## src/rtl/ft6_pkg.sv

```systemverilog
// Shared types and constants for the FT60x stream writer.
package ft6_pkg;

  // Top-level sequencing states.
  typedef enum logic [1:0] {
    S_IDLE = 2'd0,
    S_HDR  = 2'd1,
    S_DATA = 2'd2
  } ft6_state_e;

  // Sequence counter and packet word counter widths.
  localparam int FT6_SEQ_W = 16;
  localparam int FT6_CNT_W = 16;

  // Default magic value; narrower buses keep its low bits.
  localparam logic [14:0] FT6_HDR_MAGIC_DEF = 15'h2A5A;

  // Header layout: {ovf (MSB), magic, seq[DATA_W/2-1:0] (LSBs)}.
  function automatic int ft6_magic_w(input int data_w);
    return data_w / 2 - 1;
  endfunction

  function automatic int ft6_seq_field_w(input int data_w);
    return data_w / 2;
  endfunction

  // The FT60x bus only exists in 16- and 32-bit flavours.
  function automatic bit ft6_width_ok(input int data_w);
    return (data_w == 16) || (data_w == 32);
  endfunction

endpackage

```

## src/rtl/ft6_skid_buf.sv

```systemverilog
// Two-entry ordered buffer: a registered output stage plus one skid register.
module ft6_skid_buf #(
  parameter int W = 32
) (
  input  logic         clk,
  input  logic         rst_n,
  input  logic         i_push,
  input  logic [W-1:0] i_push_data,
  input  logic         i_pop,
  output logic         o_out_valid,
  output logic [W-1:0] o_out_data,
  output logic [1:0]   o_occ
);

  logic         r_out_valid;
  logic [W-1:0] r_out_data;
  logic         r_skid_valid;
  logic [W-1:0] r_skid_data;
  logic         w_pop;

  // A pop only means something when the output stage holds a word.
  assign w_pop = i_pop & r_out_valid;

  // Advance the skid word into the output stage on pop; new words fill the oldest free slot.
  always_ff @(posedge clk) begin
    if (!rst_n) begin
      r_out_valid  <= 1'b0;
      r_out_data   <= '0;
      r_skid_valid <= 1'b0;
      r_skid_data  <= '0;
    end else if (w_pop) begin
      if (r_skid_valid) begin
        r_out_data   <= r_skid_data;
        r_out_valid  <= 1'b1;
        r_skid_valid <= i_push;
        if (i_push) r_skid_data <= i_push_data;
      end else begin
        r_out_valid <= i_push;
        if (i_push) r_out_data <= i_push_data;
      end
    end else if (i_push) begin
      if (!r_out_valid) begin
        r_out_valid <= 1'b1;
        r_out_data  <= i_push_data;
      end else begin
        r_skid_valid <= 1'b1;
        r_skid_data  <= i_push_data;
      end
    end
  end

  assign o_out_valid = r_out_valid;
  assign o_out_data  = r_out_data;
  assign o_occ       = {1'b0, r_out_valid} + {1'b0, r_skid_valid};

endmodule

```

## src/rtl/ft6_stream_writer.sv

```systemverilog
// Drains the sample FIFO onto the FT60x synchronous write bus, optionally
// framing every PKT_WORDS data words with a header word.
module ft6_stream_writer
  import ft6_pkg::*;
#(
  parameter int DATA_W    = 32,
  parameter int PKT_WORDS = 1024,
  parameter bit HDR_EN    = 1'b1,
  parameter logic [ft6_magic_w(DATA_W)-1:0] HDR_MAGIC =
    FT6_HDR_MAGIC_DEF[ft6_magic_w(DATA_W)-1:0]
) (
  input  logic                  ft6_clk,
  input  logic                  rst_n,
  input  logic                  stream_en,
  input  logic                  ovf_in,
  input  logic                  fifo_empty,
  input  logic [DATA_W-1:0]     fifo_data,
  output logic                  fifo_rd_en,
  input  logic                  ft6_txe_n,
  output logic [DATA_W-1:0]     ft6_data,
  output logic [DATA_W/8-1:0]   ft6_be,
  output logic                  ft6_wr_n,
  output logic                  busy,
  output logic [FT6_SEQ_W-1:0]  seq_num
);

  localparam int SEQ_FW = ft6_seq_field_w(DATA_W);
  localparam logic [FT6_CNT_W-1:0] PKT_LOAD = 16'(PKT_WORDS);

  if (!ft6_width_ok(DATA_W)) begin : g_bad_width
    $error("ft6_stream_writer: DATA_W must be 16 or 32");
  end

  ft6_state_e            r_state, w_state_next;
  logic [FT6_CNT_W-1:0]  r_reads_left, w_reads_left_next;
  logic [FT6_SEQ_W-1:0]  r_seq, w_seq_next;
  logic                  r_ovf;
  logic                  r_inflight;

  logic                  w_out_valid;
  logic [DATA_W-1:0]     w_out_data;
  logic [1:0]            w_occ;
  logic                  w_accept;
  logic [2:0]            w_level;
  logic                  w_room;
  logic                  w_hdr_push;
  logic                  w_rd;
  logic                  w_push;
  logic [DATA_W-1:0]     w_push_data;
  logic [DATA_W-1:0]     w_hdr_word;

  // The host takes the output word on any edge where it is valid and TXE is low.
  assign w_accept = w_out_valid & ~ft6_txe_n;

  // Words held or on their way, minus the one leaving now, must leave a free slot.
  assign w_level = {1'b0, w_occ} + {2'b00, r_inflight};
  assign w_room  = (w_level <= (3'd1 + {2'b00, w_accept}));

  assign w_hdr_word = {r_ovf, HDR_MAGIC, r_seq[SEQ_FW-1:0]};

  // A header is only enqueued with no read in flight, so the two sources never collide.
  assign w_push      = r_inflight | w_hdr_push;
  assign w_push_data = r_inflight ? fifo_data : w_hdr_word;

  ft6_skid_buf #(
    .W (DATA_W)
  ) u_skid (
    .clk         (ft6_clk),
    .rst_n       (rst_n),
    .i_push      (w_push),
    .i_push_data (w_push_data),
    .i_pop       (w_accept),
    .o_out_valid (w_out_valid),
    .o_out_data  (w_out_data),
    .o_occ       (w_occ)
  );

  // Next-state, read issue and header enqueue decisions.
  always_comb begin
    w_state_next      = r_state;
    w_reads_left_next = r_reads_left;
    w_seq_next        = r_seq;
    w_hdr_push        = 1'b0;
    w_rd              = 1'b0;
    case (r_state)
      S_IDLE: begin
        if (stream_en && !fifo_empty) begin
          w_state_next      = HDR_EN ? S_HDR : S_DATA;
          w_reads_left_next = PKT_LOAD;
        end
      end
      S_HDR: begin
        if (!r_inflight && w_room) begin
          w_hdr_push   = 1'b1;
          w_seq_next   = r_seq + 16'd1;
          w_state_next = S_DATA;
        end
      end
      S_DATA: begin
        if (!fifo_empty && (r_reads_left != '0) && w_room) begin
          w_rd = 1'b1;
          if (r_reads_left == 16'd1) begin
            // Packet boundary: stream_en is only looked at here.
            w_reads_left_next = PKT_LOAD;
            if (stream_en) w_state_next = HDR_EN ? S_HDR : S_DATA;
            else           w_state_next = S_IDLE;
          end else begin
            w_reads_left_next = r_reads_left - 16'd1;
          end
        end
      end
      default: w_state_next = S_IDLE;
    endcase
  end

  // State, counters, read-in-flight marker and sticky overflow flag.
  always_ff @(posedge ft6_clk) begin
    if (!rst_n) begin
      r_state      <= S_IDLE;
      r_reads_left <= '0;
      r_seq        <= '0;
      r_ovf        <= 1'b0;
      r_inflight   <= 1'b0;
    end else begin
      r_state      <= w_state_next;
      r_reads_left <= w_reads_left_next;
      r_seq        <= w_seq_next;
      // A new overflow wins over the clear so it lands in the next header.
      r_ovf        <= ovf_in | (r_ovf & ~w_hdr_push);
      r_inflight   <= w_rd;
    end
  end

  assign fifo_rd_en = w_rd;
  assign ft6_wr_n   = ~w_out_valid;
  assign ft6_data   = w_out_data;
  assign ft6_be     = {(DATA_W/8){w_out_valid}};
  assign busy       = (r_state != S_IDLE) | (w_occ != 2'd0) | r_inflight;
  assign seq_num    = r_seq;

endmodule

```

## config.mk

```make
export PLATFORM = sky130hd
export DESIGN_NAME = ft6_stream_writer
export DESIGN_NICKNAME = d
export VERILOG_FILES = /design/src/rtl/ft6_pkg.sv /design/src/rtl/ft6_skid_buf.sv /design/src/rtl/ft6_stream_writer.sv
export SDC_FILE = /design/constraint.sdc
export NUM_CORES = 1
export LEC_CHECK = 0
export ABC_AREA = 1
export BUFFER_PORTS_ARGS = -buffer_cell sky130_fd_sc_hd__clkbuf_2
export CORE_ASPECT_RATIO = 0.9
export CORE_MARGIN = 2
export CORE_UTILIZATION = 30
export DETAILED_ROUTE_END_ITERATION = 7
export PLACE_DENSITY = 0.55
export SLEW_MARGIN = 15
export SYNTH_ARGS = -nofsm -noshare
export SYNTH_HDL_FRONTEND = slang
export SYNTH_HIERARCHICAL = 1
export SYNTH_SLANG_ARGS = --single-unit
export TNS_END_PERCENT = 10
```

## constraint.sdc

```tcl
create_clock -name ft6_clk -period 4.5 [get_ports ft6_clk]
set_input_delay 0.9 -clock ft6_clk [delete_from_list [all_inputs] [get_ports ft6_clk]]
set_output_delay 0.9 -clock ft6_clk [all_outputs]
set_load 0.03 [all_outputs]
```

# After elaboration in Yosys (flattened, before gate mapping)
# Index checks and enable logic that the tools add are counted.
[word_totals]
regBits = 102
in_bits = 38
out_inout_bits = 55
elab_cells = 86
[op_classes]
n_addsub = 5
n_lt_le_gt_ge = 1
n_eq_ne = 10
mux = 31
bitwise_logic = 10
n_reduce_logical = 20
[op_table]
columns = ["op", "count"]
rows = [
  ["$mux W32", 10],
  ["$mux W16", 3],
  ["$pmux W16 S2", 1],
  ["$add A16 B1 Y16 const B", 1],
  ["$eq A16 B1 Y1 const B", 1],
  ["$reduce_bool A16 Y1", 1],
  ["$sub A16 B1 Y16 const B", 1],
  ["$mux W1", 12],
  ["$reduce_bool A2 Y1", 6],
  ["$ne A2 B2 Y1 const B", 5],
  ["$mux W2", 4],
  ["$reduce_and A4 Y1", 2],
  ["$pmux W2 S3", 1],
  ["$reduce_and A3 Y1", 2],
  ["$logic_and A1 B1 Y1", 4],
  ["$ne A2 B1 Y1 const B", 2],
  ["$or A1 B1 Y1", 4],
  ["$reduce_and A2 Y1", 2],
  ["$add A2 B1 Y3", 1],
  ["$and A1 B1 Y1", 3],
  ["$le A3 B2 Y1", 1],
  ["$not A1 Y1", 3],
  ["$add A1 B1 Y2", 1],
  ["$add A1 B1 Y2 const A", 1],
  ["other kinds (4)", 5],
]

# Longest topological paths before layout
# Gate-level depths: netlist of the first run.
[logic_depth]
ltp_word = 11
depth_mapped = 18
ltp_nobuf = 16

# By module
# Netlist of the first run, hierarchy kept.
[by_module_without_submodules]
columns = ["module", "n_inst", "cells_each", "area_each_um2", "seq_area_each_um2"]
rows = [
  ["ft6_skid_buf", 1, 470, 3046.7, 1321.3],
  ["ft6_stream_writer", 1, 432, 2596.2, 720.7],
]

# Worst setup path before layout of the first run
# No wires, ideal clock.
[synth_path]
path_kind = "input to output"
startpoint = "input ft6_txe_n"
endpoint = "output fifo_rd_en"
arrival_ns = 2.337
required_ns = 3.600
setup_slack_ns = 1.263
stages = 8
path_buffers = 1
cell_sequence = "nor2_1 fa_1 nor2_1 nand2_1 nand2_2 nand4_4 buf_6 inv_1"
[synth_between]
elab_chain_cells = 7
[synth_lines]
columns = ["item", "line", "source"]
rows = [
  ["start: declaration", "ft6_stream_writer.sv:19", "input logic ft6_txe_n,"],
  ["$not A1 Y1", "ft6_stream_writer.sv:53", "assign w_accept = w_out_valid & ~ft6_txe_n;"],
  ["$and A1 B1 Y1", "ft6_stream_writer.sv:53", ""],
  ["$add A1 B1 Y2", "ft6_stream_writer.sv:57", "assign w_room = (w_level <= (3'd1 + {2'b00, w_accept}));"],
  ["$le A3 B2 Y1", "ft6_stream_writer.sv:57", ""],
  ["$logic_and A1 B1 Y1", "ft6_stream_writer.sv:100", "if (!fifo_empty && (r_reads_left != '0) && w_room) begin"],
  ["$mux W1", "ft6_stream_writer.sv:100", ""],
  ["$mux W1", "ft6_stream_writer.sv:85", "case (r_state)"],
  ["end: declaration", "ft6_stream_writer.sv:18", "output logic fifo_rd_en,"],
]
# Every way passes these cells.

# Worst setup path in the final report of the first run
[layout_path]
startpoint = "register u_skid.r_out_valid (netlist: u_skid/o_out_valid)"
endpoint = "output fifo_rd_en"
[layout_between]
elab_chain_cells = 6
elab_cells_between_ends = 8
classes_between = "add/sub (3); order compare (1); mux (2); bitwise (1); reduce/logical (1)"
[layout_lines]
columns = ["item", "line", "source"]
rows = [
  ["start: declaration", "ft6_skid_buf.sv:15", "logic r_out_valid;"],
  ["start signal: assignment", "ft6_skid_buf.sv:38", "r_out_valid <= i_push;"],
  ["$add A1 B1 Y2", "ft6_skid_buf.sv:54", "assign o_occ = {1'b0, r_out_valid} + {1'b0, r_skid_valid};"],
  ["named net w_occ[0]", "ft6_stream_writer.sv:42", "logic [1:0] w_occ;"],
  ["$add A2 B1 Y3", "ft6_stream_writer.sv:56", "assign w_level = {1'b0, w_occ} + {2'b00, r_inflight};"],
  ["$le A3 B2 Y1", "ft6_stream_writer.sv:57", ""],
  ["$logic_and A1 B1 Y1", "ft6_stream_writer.sv:100", ""],
  ["$mux W1", "ft6_stream_writer.sv:100", ""],
  ["$mux W1", "ft6_stream_writer.sv:85", ""],
]
# The timed path passes the listed nets, and every way through them passes these cells.

==> results of run 1 <==
## where the power goes
part	switching, uW	internal [uW]	total [uW]	leakage (uW)
Combinational	824	383	1210	0.00223
Clock	360	518	878	0.000162
Sequential	79.3	1010	1090	0.000824
## synthesized netlist by cell type
master	n	area, um^2
buf_6	6	67.6
a21boi_0	1	7.51
nor2_4	3	33.8
fa_1	1	20.0
clkbuf_1	25	93.8
nand2_2	6	37.5
o21bai_1	3	22.5
nor2_2	1	6.26
or2_2	10	62.6
nor3_1	5	25.0
dfxtp_1	102	2040
nor2_1	187	702
xnor2_1	1	8.76
o21ai_1	3	15.0
o21a_1	1	7.51
nor3b_1	2	15.0
inv_2	3	11.3
nand3_2	2	20.0
nand3b_1	1	7.51
inv_1	93	349
a21oi_1	29	145
buf_2	12	60.1
nand2_4	1	11.3
nand4_4	1	21.3
nand3_1	39	195
xor2_1	2	17.5
nand2_1	249	935
buf_4	10	75.1
nand4_1	38	238
o21ai_0	57	285
ha_1	7	87.6
nand3_4	1	17.5
## area by class of cell
class / instances / area [um^2]
fillers: 2078 / 11900
multi-input cells: 651 / 2950
flip-flops and latches: 102 / 2040
repair buffers: 100 / 520
inverters: 96 / 360
well taps: 245 / 307
clock buffers: 11 / 253
clock inverters: 5 / 81.3
## layer usage
layer,track usage (%),vias up
li1,-,2922
met1,22.2,2364
met3,3.91,6
met4,3.02,0
met5,0,-
met2,24.5,136
## cell families after synthesis
family | Yosys count | synth area share [%]
DFF | 102 | 36.2
and+or+nand+nor | 546 | 41.2
buffers and inverters | 149 | 11.6
adders and majority gates | 8 | 1.91
AOI/OAI and AO/OA | 94 | 8.56
xor gates and xnor gates | 3 | 0.466
## worst paths after layout
check                                 to  cells past startpoint
setup / recovery              fifo_rd_en                     10
hold reg to reg   u_skid/r_skid_data[18]                      2
setup reg to reg   u_skid/o_out_data[12]                     14
hold / removal    u_skid/r_skid_data[18]                      2
## critical path: cells and delay by family, from the launching register on
kind                     cells  cell delay (ns)
adder cells (fa/ha/maj)      3             0.89
AND/OR/NAND/NOR              4             0.63
flip-flops                   1             0.44
buffers and inverters        3             0.41
## stage by stage
stage	util, %	instance area [um^2]
floorplan	-	5640
global placement	33.6	6180
detailed placement	33.6	6180
CTS	35.4	6510
global route	35.4	6510
finish	35.4	6510
## flip-flops by register name (all words and copies together) (netlist names)
name and count:
r_ovf 1, u_skid/o_out_data 32, u_skid/r_skid_data 32, u_skid/r_skid_valid 1, seq_num 16, r_state 2
u_skid/o_out_valid 1, r_reads_left 16, r_inflight 1
==> results.ini, run 1 <==
[layout]
layout_common_cells = nand2_1 (249), nor2_1 (186), dfxtp_1 (102), inv_1 (93), clkbuf_2 (92)
fin_cells = 1210
mostFrequentLayoutCell = nand2_1
nNetsFinal = 1006
area_growth_pct = 15.4
n_antenna_cell = 0
drive_gt1_share_pct = 15.0

[timing]
timing.setup.tns_ns = 0
fin_ws_ns = 0.858
fin_hold_ws_ns = 0.485
worst_pin_slew_ns = 0.769
setup_viol = 0
min_period_ns = 3.64
relSlewSlack_pct = 48.6
drv_slew = 0
finalHoldViolations = 0
fmax_ghz = 0.275
rsz0062_at_grt = false
finClkSkew_ns = 0.0106
period_share_pct = 80.9

[flow_run]
max_cap_violations = 0

[clocking]
cts_root_buffer = clkbuf_16
cts-resized-gates = 0
cts_sinks = 102
cts_setup_buffers = 0
cts_tree = built
cts_inserted_buffers = 9
clk_latency_ns = 0.36
hold_buffers = 0
htreeDepth = 3
clockBufferDepth = 2
clk_pin_slew_worst_paths_ns = 0.07

[global_routing]
grt_overflow = 0
grt_first_pass_wirelength_um = 25000
track_usage_pct = 15.7
grt_max_degree = 65
antenna_found_initial = 0
grt_pass1_vias = 4827

[synthesis]
syn_inst = 902
ys_warn_count = 6
ys_ff_latch = 102
syn_area_per_cell_um2 = 6.26
syn_area_um2 = 5640
synth_fp_nets = 948
seq_area_frac_synth_pct = 36.2
ys_types = 32

[routing]
wire_per_inst_um = 12.6
wl_met2_um = 6540
dr.first_iter.drc_count = 356
drtAntennaViolNets = 0
vias_per_cell = 4.49
drt_first_pass_iters = 5
wl_met1_um = 7680
routed.top_layer = met4
vias = 5428
wl_met3_um = 998
remaining_drc_errors = 0
routed_wl_um = 15300

[floorplanning]
die_w_um = 149
dieArea_um2 = 19900
die_h_um = 134
num_rows = 47
start_util_pct = 30.7
io_pins = 93
core_area_um2 = 18400

[setup_path]
crit_type = flop to output port
crit_required_ns = 3.60
max_stage_delay_ns = 0.44
r2r_slack_ns = 1.30
crit_path_end_kind = output port
crit_slowest_cell = dfxtp_1
path_cells = ha_1 -> ha_1 -> inv_1 -> fa_1 -> nor2_1 -> nand2_1 -> nand2_2 -> nand4_4 -> inv_1 -> clkbuf_2
critPathArrivalTime_ns = 2.74
worstSetupStartpointType = flop
crit_fanout = 15
startpoint = u_skid/o_out_valid
reg2reg_from = u_skid/o_out_valid

[pwr]
p_per_area_nw_per_um2 = 488
power_uw = 3180
leakagePower_uw = 0.00321
ir_drop_mv = 0.211

[status]
status = completed

[min_path]
holdCritPathClass = flop to flop
hold_path_startpoint = u_skid/r_skid_data[18]

[placement]
post-place-ws_ns = 0.878
post-dp-hpwl_um = 10100
post-place-cells = 1194
routabilityCongestion = 0.794
io_buffers = 92

Note: power is estimated with default switching activity, not from simulation.
==> run 2, diff against run 1 <==
- PLACE_DENSITY: 0.55 -> 0.57
- clock period: 4.5 -> 3 ns (I/O delays scaled with it)
==> run 2 against run 1 <==
Against the previous run:
- clock power increased by 53%
- count of clock-buffer cells in the layout is 1 higher
- worst setup slack worse by 0.72 ns
- die area is the same
- utilization is 0.82 points higher
- first-iteration DRC count decreased by 8.4%
- worst hold slack gained 0.0021 ns
- design area up 2.3%
- sequential share of layout area fell by 0.69 points
- final cell count is 0.83% higher
- combinational power up 57%
- critical endpoint unchanged
==> results.ini, run 2 (same netlist as run 1, synthesis figures left out) <==
[setup_path]
critPathArrivalTime_ns = 2.26
path_cells = ha_1 -> ha_2 -> inv_1 -> fa_1 -> nor2_2 -> nand2_1 -> nand2_1 -> nand2_2 -> nand4_4 -> inv_2 -> clkbuf_8
path_delay_family = adder cells
worstSetupStartpointType = flop
crit_path_end_kind = output port
max_stage_delay_ns = 0.49
crit_slowest_cell = fa_1
crit_type = flop to output port
cpMostUsedCell = nand2_1
crit_required_ns = 2.40
crit_buf_inv = 3
crit_fanout = 3

[timing]
setup_viol = 0
finalHoldViolations = 0
fin_ws_ns = 0.138
worst_pin_slew_ns = 0.713
finClkSkew_ns = 0.00541
min_period_ns = 2.86
fmax_ghz = 0.349
period_share_pct = 95.4
timing.setup.tns_ns = 0
relSlewSlack_pct = 52.4
rsz0062_at_grt = false
drv_slew = 0

[layout]
layout_common_cells = nand2_1 (249), nor2_1 (185), dfxtp_1 (101), inv_1 (92), clkbuf_2 (91)
fill_cells = 2032
nNetsFinal = 1016
area_growth_pct = 18.0
finalInstanceArea_um2 = 6660
mostFrequentLayoutCell = nand2_1
drive_gt1_share_pct = 16.0
fin_cells = 1220
n_antenna_cell = 0

[floorplanning]
dieArea_um2 = 19900
die_h_um = 134
start_util_pct = 30.7
core_area_um2 = 18400
num_rows = 47
die_w_um = 149
io_pins = 93

[placement]
post-dp-hpwl_um = 10500
post-place-cells = 1200
place_area_um2 = 6280
routabilityCongestion = 0.816
post-place-ws_ns = 0.201
io_buffers = 92

[clocking]
cts_root_buffer = clkbuf_16
clk_pin_slew_worst_paths_ns = 0.07
cts_sinks = 102
hold_buffers = 0
cts_tree = built
cts_inserted_buffers = 9
clk_latency_ns = 0.35
htreeDepth = 3
clockBufferDepth = 2

[global_routing]
track_usage_pct = 16.2
grt_overflow = 0
grt_pass1_vias = 5113
grt_first_pass_wirelength_um = 25800
grt_max_degree = 62
antenna_found_initial = 0

[routing]
drtAntennaViolNets = 0
vias_per_cell = 4.51
routed_wl_um = 15700
dr.first_iter.drc_count = 326
wire_per_inst_um = 12.9
vias = 5503
drt_first_pass_iters = 5
remaining_drc_errors = 0

[pwr]
leakagePower_uw = 0.00328
p_per_area_nw_per_um2 = 731
ir_drop_mv = 0.329
power_uw = 4870

[flow_run]
max_cap_violations = 0

[status]
status = completed

[min_path]
holdCritPathClass = flop to flop

==> run 2: changes by cell type in the layout (fill, tap and decap cells not counted), sizes merged <==
cell,previous run,this run
clkbuf,103,104
bufinv,2,3
buf,8,18
clkinv,2,1
clkinvlp,1,0
==> run 2: worst reg2reg max path, cell delays in order (launching register included) <==
cell     delay [ns]
dfxtp_2        0.33
ha_1           0.29
ha_2           0.18
inv_1          0.05
fa_1           0.44
nor2_2         0.11
nand2_1        0.05
nand2_1        0.06
nand2_2        0.08
buf_4          0.15
nand3_2        0.06
nand2_1        0.10
inv_1          0.13
nand2_1        0.10
nand3_4        0.15
buf_12         0.19
nand2_1        0.07
nand2_1        0.06
nor2_1         0.05
==> run 2: what timing repair did <==
action / 4_1_cts / 5_1_grt
setup buffers: 1 / 3
pin swaps: 2 / 3
resized for setup: 2 / 4
endpoints found under the setup margin: 1 / 28
==> run 2: area by class of cell <==
class                   count  area [um^2]  area share, %
clock inverters             4         95.1           1.43
inverters                  96          360           5.41
multi-input cells         651         2950           44.3
well taps                 245          307           4.60
flip-flops and latches    102         2040           30.7
repair buffers            110          667           10.0
clock buffers              12          236           3.55
==> run 2: layer usage <==
| layer | track usage [%] | vias to the layer above | part of all wire (%) |
|---|---|---|---|
| li1 | - | 2939 | - |
| met1 | 22.0 | 2446 | 50 |
| met2 | 25.9 | 108 | 44 |
| met3 | 3.88 | 10 | 5.0 |
| met4 | 3.97 | 0 | 1.0 |
| met5 | 0 | - | 0 |
==> run 2: worst paths after layout <==
check                           depth (start not counted)  slack (ns)                      to              startpoint
worst max-delay path                                   11        0.14              fifo_rd_en      u_skid/o_out_valid
worst min-delay path                                    2        0.49  u_skid/r_skid_data[15]  u_skid/r_skid_data[15]
worst max register to register                         18        0.25   u_skid/o_out_data[13]      u_skid/o_out_valid
worst min register to register                          2        0.49  u_skid/r_skid_data[15]  u_skid/r_skid_data[15]
==> run 2: stage by stage <==
step	utilization, %	hold WS [ns]
floorplan	-	0.454
global placement	34.1	0.462
detailed placement	34.1	0.472
CTS	36.0	0.488
global route	36.2	0.513
finish	36.2	0.487
==> run 2: report_power, final <==
group          switching [uW]  total (uW)  leakage [uW]  internal [uW]
clock                     521        1340      0.000161            816
combinational            1270        1900       0.00230            624
sequential                117        1640      0.000825           1520
total                    1910        4870       0.00328           2960
